===== src/rtl/playrec_pkg.sv =====
// rtl/playrec_pkg.sv - constants and state type shared by the playback and recording cores
package playrec_pkg;

  localparam int PR_ADDR_W = 23;
  localparam int PR_DATA_W = 32;

  typedef enum logic [2:0] {
    ST_IDLE  = 3'd0,
    ST_FETCH = 3'd1,
    ST_PAUSE = 3'd2,
    ST_DRAIN = 3'd3,
    ST_ABORT = 3'd4,
    ST_DONE  = 3'd5
  } play_state_t;

endpackage


===== src/rtl/play_core_if.sv =====
// rtl/play_core_if.sv - control, SDRAM read port and audio stream of the playback core
interface play_core_if #(
  parameter int ADDR_W = playrec_pkg::PR_ADDR_W,
  parameter int DATA_W = playrec_pkg::PR_DATA_W
);
  logic              play_start;
  logic [ADDR_W-1:0] play_start_addr;
  logic [ADDR_W-1:0] play_end_addr;
  logic              play_pause;
  logic              play_stop;
  logic              play_done;
  logic              play_read;
  logic [ADDR_W-1:0] play_addr;
  logic [DATA_W-1:0] play_readdata;
  logic              play_sdram_finished;
  logic              play_audio_valid;
  logic [DATA_W-1:0] play_audio_data;
  logic              play_audio_ready;

  modport master (
    output play_start, play_start_addr, play_end_addr, play_pause, play_stop,
    output play_readdata, play_sdram_finished, play_audio_ready,
    input  play_done, play_read, play_addr, play_audio_valid, play_audio_data
  );

  modport slave (
    input  play_start, play_start_addr, play_end_addr, play_pause, play_stop,
    input  play_readdata, play_sdram_finished, play_audio_ready,
    output play_done, play_read, play_addr, play_audio_valid, play_audio_data
  );
endinterface


===== src/rtl/play_fifo.sv =====
// rtl/play_fifo.sv - small synchronous sample FIFO with flush and registered storage
module play_fifo #(
  parameter int DEPTH = 4,
  parameter int WIDTH = 32
) (
  input  logic                     clk,
  input  logic                     rst_n,
  input  logic                     push,
  input  logic [WIDTH-1:0]         push_data,
  input  logic                     pop,
  input  logic                     flush,
  output logic                     full,
  output logic                     empty,
  output logic [$clog2(DEPTH):0]   count,
  output logic [WIDTH-1:0]         head
);
  localparam int AW = $clog2(DEPTH);

  logic [WIDTH-1:0] mem [DEPTH];
  logic [AW-1:0]    wr_ptr;
  logic [AW-1:0]    rd_ptr;
  logic             do_push;
  logic             do_pop;

  assign full    = (count == (AW+1)'(DEPTH));
  assign empty   = (count == '0);
  assign head    = mem[rd_ptr];
  assign do_pop  = pop && !empty;
  assign do_push = push && (!full || do_pop);

  // Storage is reset too so the audio data output reads zero out of reset.
  always_ff @(posedge clk or negedge rst_n) begin
    if (!rst_n) begin
      wr_ptr <= '0;
      rd_ptr <= '0;
      count  <= '0;
      for (int i = 0; i < DEPTH; i++) mem[i] <= '0;
    end else if (flush) begin
      wr_ptr <= '0;
      rd_ptr <= '0;
      count  <= '0;
    end else begin
      if (do_push) begin
        mem[wr_ptr] <= push_data;
        wr_ptr      <= wr_ptr + AW'(1);
      end
      if (do_pop) rd_ptr <= rd_ptr + AW'(1);
      case ({do_push, do_pop})
        2'b10:   count <= count + (AW+1)'(1);
        2'b01:   count <= count - (AW+1)'(1);
        default: count <= count;
      endcase
    end
  end
endmodule


===== src/rtl/play_core.sv =====
// rtl/play_core.sv - playback engine: fetches an inclusive SDRAM word range and streams it to the DAC
module play_core import playrec_pkg::*; #(
  parameter int ADDR_W     = PR_ADDR_W,
  parameter int DATA_W     = PR_DATA_W,
  parameter int FIFO_DEPTH = 4
) (
  input  logic      i_clk,
  input  logic      i_rst_n,
  play_core_if.slave bus
);
  localparam int CW = $clog2(FIFO_DEPTH) + 1;

  play_state_t       state;
  logic [ADDR_W-1:0] cur_addr;
  logic [ADDR_W-1:0] end_addr;
  logic              read_q;
  logic              last_fetched;
  logic              fin;
  logic              push;
  logic              pop;
  logic              flush;
  logic              stop_now;
  logic              fifo_full;
  logic              fifo_empty;
  logic [CW-1:0]     fifo_count;
  logic [DATA_W-1:0] head;

  assign fin      = read_q && bus.play_sdram_finished;
  assign stop_now = bus.play_stop &&
                    (state == ST_FETCH || state == ST_PAUSE || state == ST_DRAIN);
  assign push     = fin && (state == ST_FETCH);
  assign flush    = (state == ST_IDLE && bus.play_start) || stop_now;
  assign pop      = bus.play_audio_valid && bus.play_audio_ready;

  assign bus.play_audio_valid = (state == ST_FETCH || state == ST_DRAIN) && !fifo_empty;
  assign bus.play_audio_data  = head;
  assign bus.play_read        = read_q;
  assign bus.play_addr        = cur_addr;
  assign bus.play_done        = (state == ST_DONE);

  play_fifo #(.DEPTH(FIFO_DEPTH), .WIDTH(DATA_W)) u_fifo (
    .clk       (i_clk),
    .rst_n     (i_rst_n),
    .push      (push),
    .push_data (bus.play_readdata),
    .pop       (pop),
    .flush     (flush),
    .full      (fifo_full),
    .empty     (fifo_empty),
    .count     (fifo_count),
    .head      (head)
  );

  always_ff @(posedge i_clk or negedge i_rst_n) begin
    if (!i_rst_n) begin
      state        <= ST_IDLE;
      cur_addr     <= '0;
      end_addr     <= '0;
      read_q       <= 1'b0;
      last_fetched <= 1'b0;
    end else begin
      case (state)
        ST_IDLE: if (bus.play_start) begin
          if (bus.play_start_addr <= bus.play_end_addr) begin
            cur_addr     <= bus.play_start_addr;
            end_addr     <= bus.play_end_addr;
            last_fetched <= 1'b0;
            read_q       <= 1'b1;
            state        <= ST_FETCH;
          end else begin
            state <= ST_DONE;
          end
        end
        ST_FETCH: begin
          // A read still in flight must be allowed to finish before DONE.
          if (bus.play_stop) begin
            if (read_q && !bus.play_sdram_finished) begin
              state <= ST_ABORT;
            end else begin
              read_q <= 1'b0;
              state  <= ST_DONE;
            end
          end else if (fin) begin
            read_q <= 1'b0;
            if (cur_addr == end_addr) begin
              last_fetched <= 1'b1;
              state        <= bus.play_pause ? ST_PAUSE : ST_DRAIN;
            end else begin
              cur_addr <= cur_addr + ADDR_W'(1);
              state    <= bus.play_pause ? ST_PAUSE : ST_FETCH;
            end
          end else if (!read_q) begin
            if (bus.play_pause)  state  <= ST_PAUSE;
            else if (!fifo_full) read_q <= 1'b1;
          end
        end
        ST_PAUSE: begin
          if (bus.play_stop)       state <= ST_DONE;
          else if (!bus.play_pause) state <= last_fetched ? ST_DRAIN : ST_FETCH;
        end
        ST_DRAIN: begin
          if (bus.play_stop)           state <= ST_DONE;
          else if (bus.play_pause)     state <= ST_PAUSE;
          else if (fifo_count == '0)   state <= ST_DONE;
        end
        ST_ABORT: if (bus.play_sdram_finished) begin
          read_q <= 1'b0;
          state  <= ST_DONE;
        end
        ST_DONE: state <= ST_IDLE;
        default: state <= ST_IDLE;
      endcase
    end
  end
endmodule


===== src/flat_wrapper.sv =====
// flat-port wrapper written by rule: the top's interface ports become plain ports
module play_core_flat import playrec_pkg::*;
#(
  parameter int ADDR_W     = PR_ADDR_W,
  parameter int DATA_W     = PR_DATA_W,
  parameter int FIFO_DEPTH = 4
)
  (i_clk, i_rst_n, bus_play_start, bus_play_start_addr, bus_play_end_addr, bus_play_pause, bus_play_stop, bus_play_readdata, bus_play_sdram_finished, bus_play_audio_ready, bus_play_done, bus_play_read, bus_play_addr, bus_play_audio_valid, bus_play_audio_data);
  play_core_if #(.ADDR_W(ADDR_W), .DATA_W(DATA_W)) bus_i ();
  input  logic i_clk;
  input  logic i_rst_n;
  input wire logic [$bits(bus_i.play_start)-1:0] bus_play_start;
  input wire logic [$bits(bus_i.play_start_addr)-1:0] bus_play_start_addr;
  input wire logic [$bits(bus_i.play_end_addr)-1:0] bus_play_end_addr;
  input wire logic [$bits(bus_i.play_pause)-1:0] bus_play_pause;
  input wire logic [$bits(bus_i.play_stop)-1:0] bus_play_stop;
  input wire logic [$bits(bus_i.play_readdata)-1:0] bus_play_readdata;
  input wire logic [$bits(bus_i.play_sdram_finished)-1:0] bus_play_sdram_finished;
  input wire logic [$bits(bus_i.play_audio_ready)-1:0] bus_play_audio_ready;
  output wire logic [$bits(bus_i.play_done)-1:0] bus_play_done;
  output wire logic [$bits(bus_i.play_read)-1:0] bus_play_read;
  output wire logic [$bits(bus_i.play_addr)-1:0] bus_play_addr;
  output wire logic [$bits(bus_i.play_audio_valid)-1:0] bus_play_audio_valid;
  output wire logic [$bits(bus_i.play_audio_data)-1:0] bus_play_audio_data;
  assign bus_i.play_start = bus_play_start;
  assign bus_i.play_start_addr = bus_play_start_addr;
  assign bus_i.play_end_addr = bus_play_end_addr;
  assign bus_i.play_pause = bus_play_pause;
  assign bus_i.play_stop = bus_play_stop;
  assign bus_i.play_readdata = bus_play_readdata;
  assign bus_i.play_sdram_finished = bus_play_sdram_finished;
  assign bus_i.play_audio_ready = bus_play_audio_ready;
  assign bus_play_done = bus_i.play_done;
  assign bus_play_read = bus_i.play_read;
  assign bus_play_addr = bus_i.play_addr;
  assign bus_play_audio_valid = bus_i.play_audio_valid;
  assign bus_play_audio_data = bus_i.play_audio_data;
  play_core #(.ADDR_W(ADDR_W), .DATA_W(DATA_W), .FIFO_DEPTH(FIFO_DEPTH)) u_core (.i_clk(i_clk), .i_rst_n(i_rst_n), .bus(bus_i));
endmodule

===== config.mk =====
export PLATFORM = sky130hd
export DESIGN_NAME = play_core_flat
export DESIGN_NICKNAME = d
export VERILOG_FILES = /design/src/rtl/playrec_pkg.sv /design/src/rtl/play_core_if.sv /design/src/rtl/play_fifo.sv /design/src/rtl/play_core.sv /design/src/flat_wrapper.sv
export SDC_FILE = /design/constraint.sdc
export NUM_CORES = 1
export LEC_CHECK = 0
export ABC_AREA = 1
export BUFFER_PORTS_ARGS = -buffer_cell sky130_fd_sc_hd__buf_2
export CORE_ASPECT_RATIO = 2
export CORE_MARGIN = 1.5
export CORE_UTILIZATION = 45
export CTS_CLUSTER_SIZE = 20
export DETAILED_ROUTE_END_ITERATION = 12
export PLACE_DENSITY = 0.74
export SYNTH_ARGS = -nofsm -noshare
export SYNTH_HDL_FRONTEND = slang
export SYNTH_SLANG_ARGS = --single-unit

===== constraint.sdc =====
create_clock -name i_clk -period 2.5 [get_ports i_clk]
set_clock_uncertainty 0.2 [all_clocks]
set_input_delay 0.125 -clock i_clk [delete_from_list [all_inputs] [get_ports i_clk]]
set_output_delay 0.125 -clock i_clk [all_outputs]
set_load 0.03 [all_outputs]

==> flow_summary.ini <==
[yosys]
synth.area.top_cells = dfrtp_1 44%, nand2_1 19%, o21ai_1 5.9%, o21ai_0 5.5%, nor2_1 4.4%
synth-simple-area-share = 0.284
synth.avg_cell_area_sq_um = 7.23
yosys_register_bits = 186
muxShareOfSynthArea = 0.000957
async_reset_ff_frac = 1.00
synth_top_family_by_area = simple AND/OR/NAND/NOR gates
synthCells = 1447
synth_xor_area_frac = 0.00753
yosys_most_used_dff = dfrtp_1
synth_fa_ha_area_frac = 0.0366
yosysUniqueCellTypes = 36
post-synth-top-count-cell = nand2_1
synth_top_area_share = 0.445
synth_compound_area_frac = 0.149
syn_area_sq_mm = 0.0105
synth_nets = 1562
synth-edff-count = 0
synth_largest_area_cell = dfrtp_1
synth_seq_area_share = 0.445
yosysWarningCount = 0
yosys-top-cells-count = 531 x nand2_1, 186 x dfrtp_1, 124 x nor2_1

[clock_network]
root_buffer = clkbuf_16
clk_latency_ns = 0.46
cts_sinks = 186
numCtsBuffers = 17
htree_levels = 4
cts_tree = yes
path_clk_slew_ns = 0.08
clockBufferDepth = 2

[grt]
grt_use_met1 = 0.268
grt_max_degree = 63
grt_use_met3 = 0.0474
grt_pass1_vias = 10531
grt_pass1_wl_microns = 51300
met2_usage = 0.502
track_usage = 0.268
antenna_found_initial = 0
grt.busiest_layer = met2
grt_overflow_total = 0

[worst_setup_path]
startpoint = u_core.state[0]
crit_path_end = u_core.u_fifo.mem[122]
rr_startpoint = u_core.state[0]
required_ns = 2.70
rr_worst_depth = 11
crit_path_max_fanout = 16
crit_path_end_kind = register
worstSetupStartpointType = register
crit_type = register to register
regToRegSetupSlack_ns = 0.09
worstPathArrival_ns = 2.61
r2r_end = u_core.u_fifo.mem[122]

[run_status]
violations = hold timing
outcome = finished, violations left

[timing]
finalCritPeriodShare = 0.965
relSlewSlack = 0.346
max_freq_mhz = 414
setup_tns_ns = 0
holdWs_ns = -0.00150
slew_viol_final = 0
hold_viol = 1
setup_viol = 0
period_needed_ns = 2.41
tightest_slew_ns = 0.980
rsz0062_at_grt = yes

[final_layout]
fin_nets = 1782
stdcell_count = 1960
final_util = 0.572
areaGrowthSynthToFinish_pct = 24.4
fillers = 2159
antennaDiodeCount = 0
drive_gt1_frac = 0.151

[floorplan]
io_pins = 143
dieHeight_microns = 219
chipWidth_microns = 111
start_util = 0.460
core_area_sq_mm = 0.0227
die_area_sq_mm = 0.0242
row_count = 78

[worst_hold_path]
holdCritPathClass = input pin to async pin

[power]
p_leak_nw = 7.07
power.density_mw_per_mm2 = 1070
ir_worst_vdd_mv = 0.617

[routing]
wl_per_cell_microns = 16.5
ant_nets = 0
route.vias.total = 10448
drc_errors = 0
drt_iter0_drc = 629
drt_pre_antenna_iters = 5
avgViaCountPerCell = 5.33
wl_microns = 32300

[placement]
gp_congestion = 0.925
dp.cells = 1840
dp_hpwl_microns = 21200
io_buffers = 142

[run]
drv_cap = 0
-- worst min-delay path by stage --
| stage | startpoint | to | slack (ns) |
|---|---|---|---|
| 6_report | i_rst_n | u_core.end_addr[6] | -0.001 |
| 3_3_place_gp | i_rst_n | u_core.end_addr[6] | -0.05 |
| 2_1_floorplan | i_rst_n | u_core.bus.play_addr[0] | -0.37 |
| 4_1_cts | i_rst_n | u_core.end_addr[6] | 0.03 |
| 5_1_grt | i_rst_n | u_core.end_addr[6] | 0.08 |
| 3_5_place_dp | i_rst_n | u_core.end_addr[6] | -0.04 |
-- cells by family (layout without fill, tap and decap cells) --
group | count (synthesis) | in the layout
multiplexers | 1 | 1
buffers and inverters | 181 | 412
AO/OA/AOI/OAI | 299 | 299
XOR/XNOR | 9 | 9
adder cells (fa/ha/maj) | 30 | 30
AND/OR/NAND/NOR | 741 | 743
flip-flops | 186 | 186
-- flip-flops by register name, indices dropped and copies added (netlist names), 2 cells and up --
register,flops
u_core.bus.play_addr,23
u_core.end_addr,23
u_core.state,3
u_core.u_fifo.count,3
u_core.u_fifo.mem,128
u_core.u_fifo.rd_ptr,2
u_core.u_fifo.wr_ptr,2
-- layout make-up --
class | count | area, sq um | area share
Clock buffer | 17 | 425 | 0.0327
Tap cell | 280 | 350 | 0.0269
Inverter | 105 | 398 | 0.0306
Timing Repair Buffer | 275 | 1970 | 0.151
Sequential cell | 186 | 4660 | 0.358
Multi-Input combinational cell | 1082 | 5030 | 0.387
Clock inverter | 15 | 181 | 0.0139
-- layout by cell type, fill, tap and decap left out, types with 2 or more instances in the layout --
cell type	n
o31ai_1	2
clkinv_4	4
dfrtp_1	183
xor2_1	2
clkinv_2	2
inv_1	98
nand2_1	529
nand2_2	2
buf_4	44
nor2_2	8
nor2_1	123
buf_12	3
dlygate4sd3_1	84
clkbuf_16	17
xnor2_1	7
nor2_4	6
nor3_1	5
o21ai_1	124
a21oi_1	21
dfrtp_2	3
nand3b_1	2
bufinv_16	2
buf_2	141
ha_1	29
o22ai_1	32
nand3_2	2
nand4_1	8
inv_6	2
buf_6	3
inv_8	5
inv_2	4
o21ai_0	115
nand3_1	55
-- metrics by stage --
| step | total power (W) | instance area [sq um] | worst slack, ns |
|---|---|---|---|
| floorplan | 0.00885 | 10500 | 0.113 |
| global placement | 0.0107 | 11500 | 0.0544 |
| detailed placement | 0.0109 | 11500 | 0.0244 |
| CTS | 0.0138 | 13000 | 0.0225 |
| global route | 0.0148 | 13000 | -0.0435 |
| finish | 0.0139 | 13000 | 0.0866 |
-- critical path: stages, from the launching register on --
cell and delay, ns:
dfrtp_2 0.45, nor2_2 0.08, inv_2 0.11, nor2_2 0.05, nand2_1 0.08, buf_4 0.12, nand2_4 0.07, inv_4 0.10
nand2_8 0.12, nor2_2 0.77, nand2_1 0.11, nand2_1 0.10
-- report_power, final --
part | switching [W] | internal [W] | leakage (nW) | total, W
clock | 0.00133 | 0.00152 | 0.298 | 0.00285
sequential | 0.000696 | 0.00395 | 2.47 | 0.00464
combinational | 0.00430 | 0.00208 | 4.30 | 0.00638
-- layer usage --
| layer | wire length (microns) | up-vias |
|---|---|---|
| met5 | 0 | - |
| met4 | 1880 | 0 |
| met3 | 1570 | 102 |
| met2 | 17500 | 379 |
| met1 | 11300 | 4871 |
| li1 | - | 5096 |
-- what timing repair did --
| item | 4_1_cts | 5_1_grt |
|---|---|---|
| setup buffers | 0 | 2 |
| setup endpoints to repair | 2 | 153 |
| gates resized for setup | 1 | 11 |
| hold buffers | 84 | 0 |
| gates cloned | 0 | 2 |
| pin swaps | 0 | 14 |
| endpoints found under the hold margin | 342 | 0 |
(Power assumes the default switching activity.)
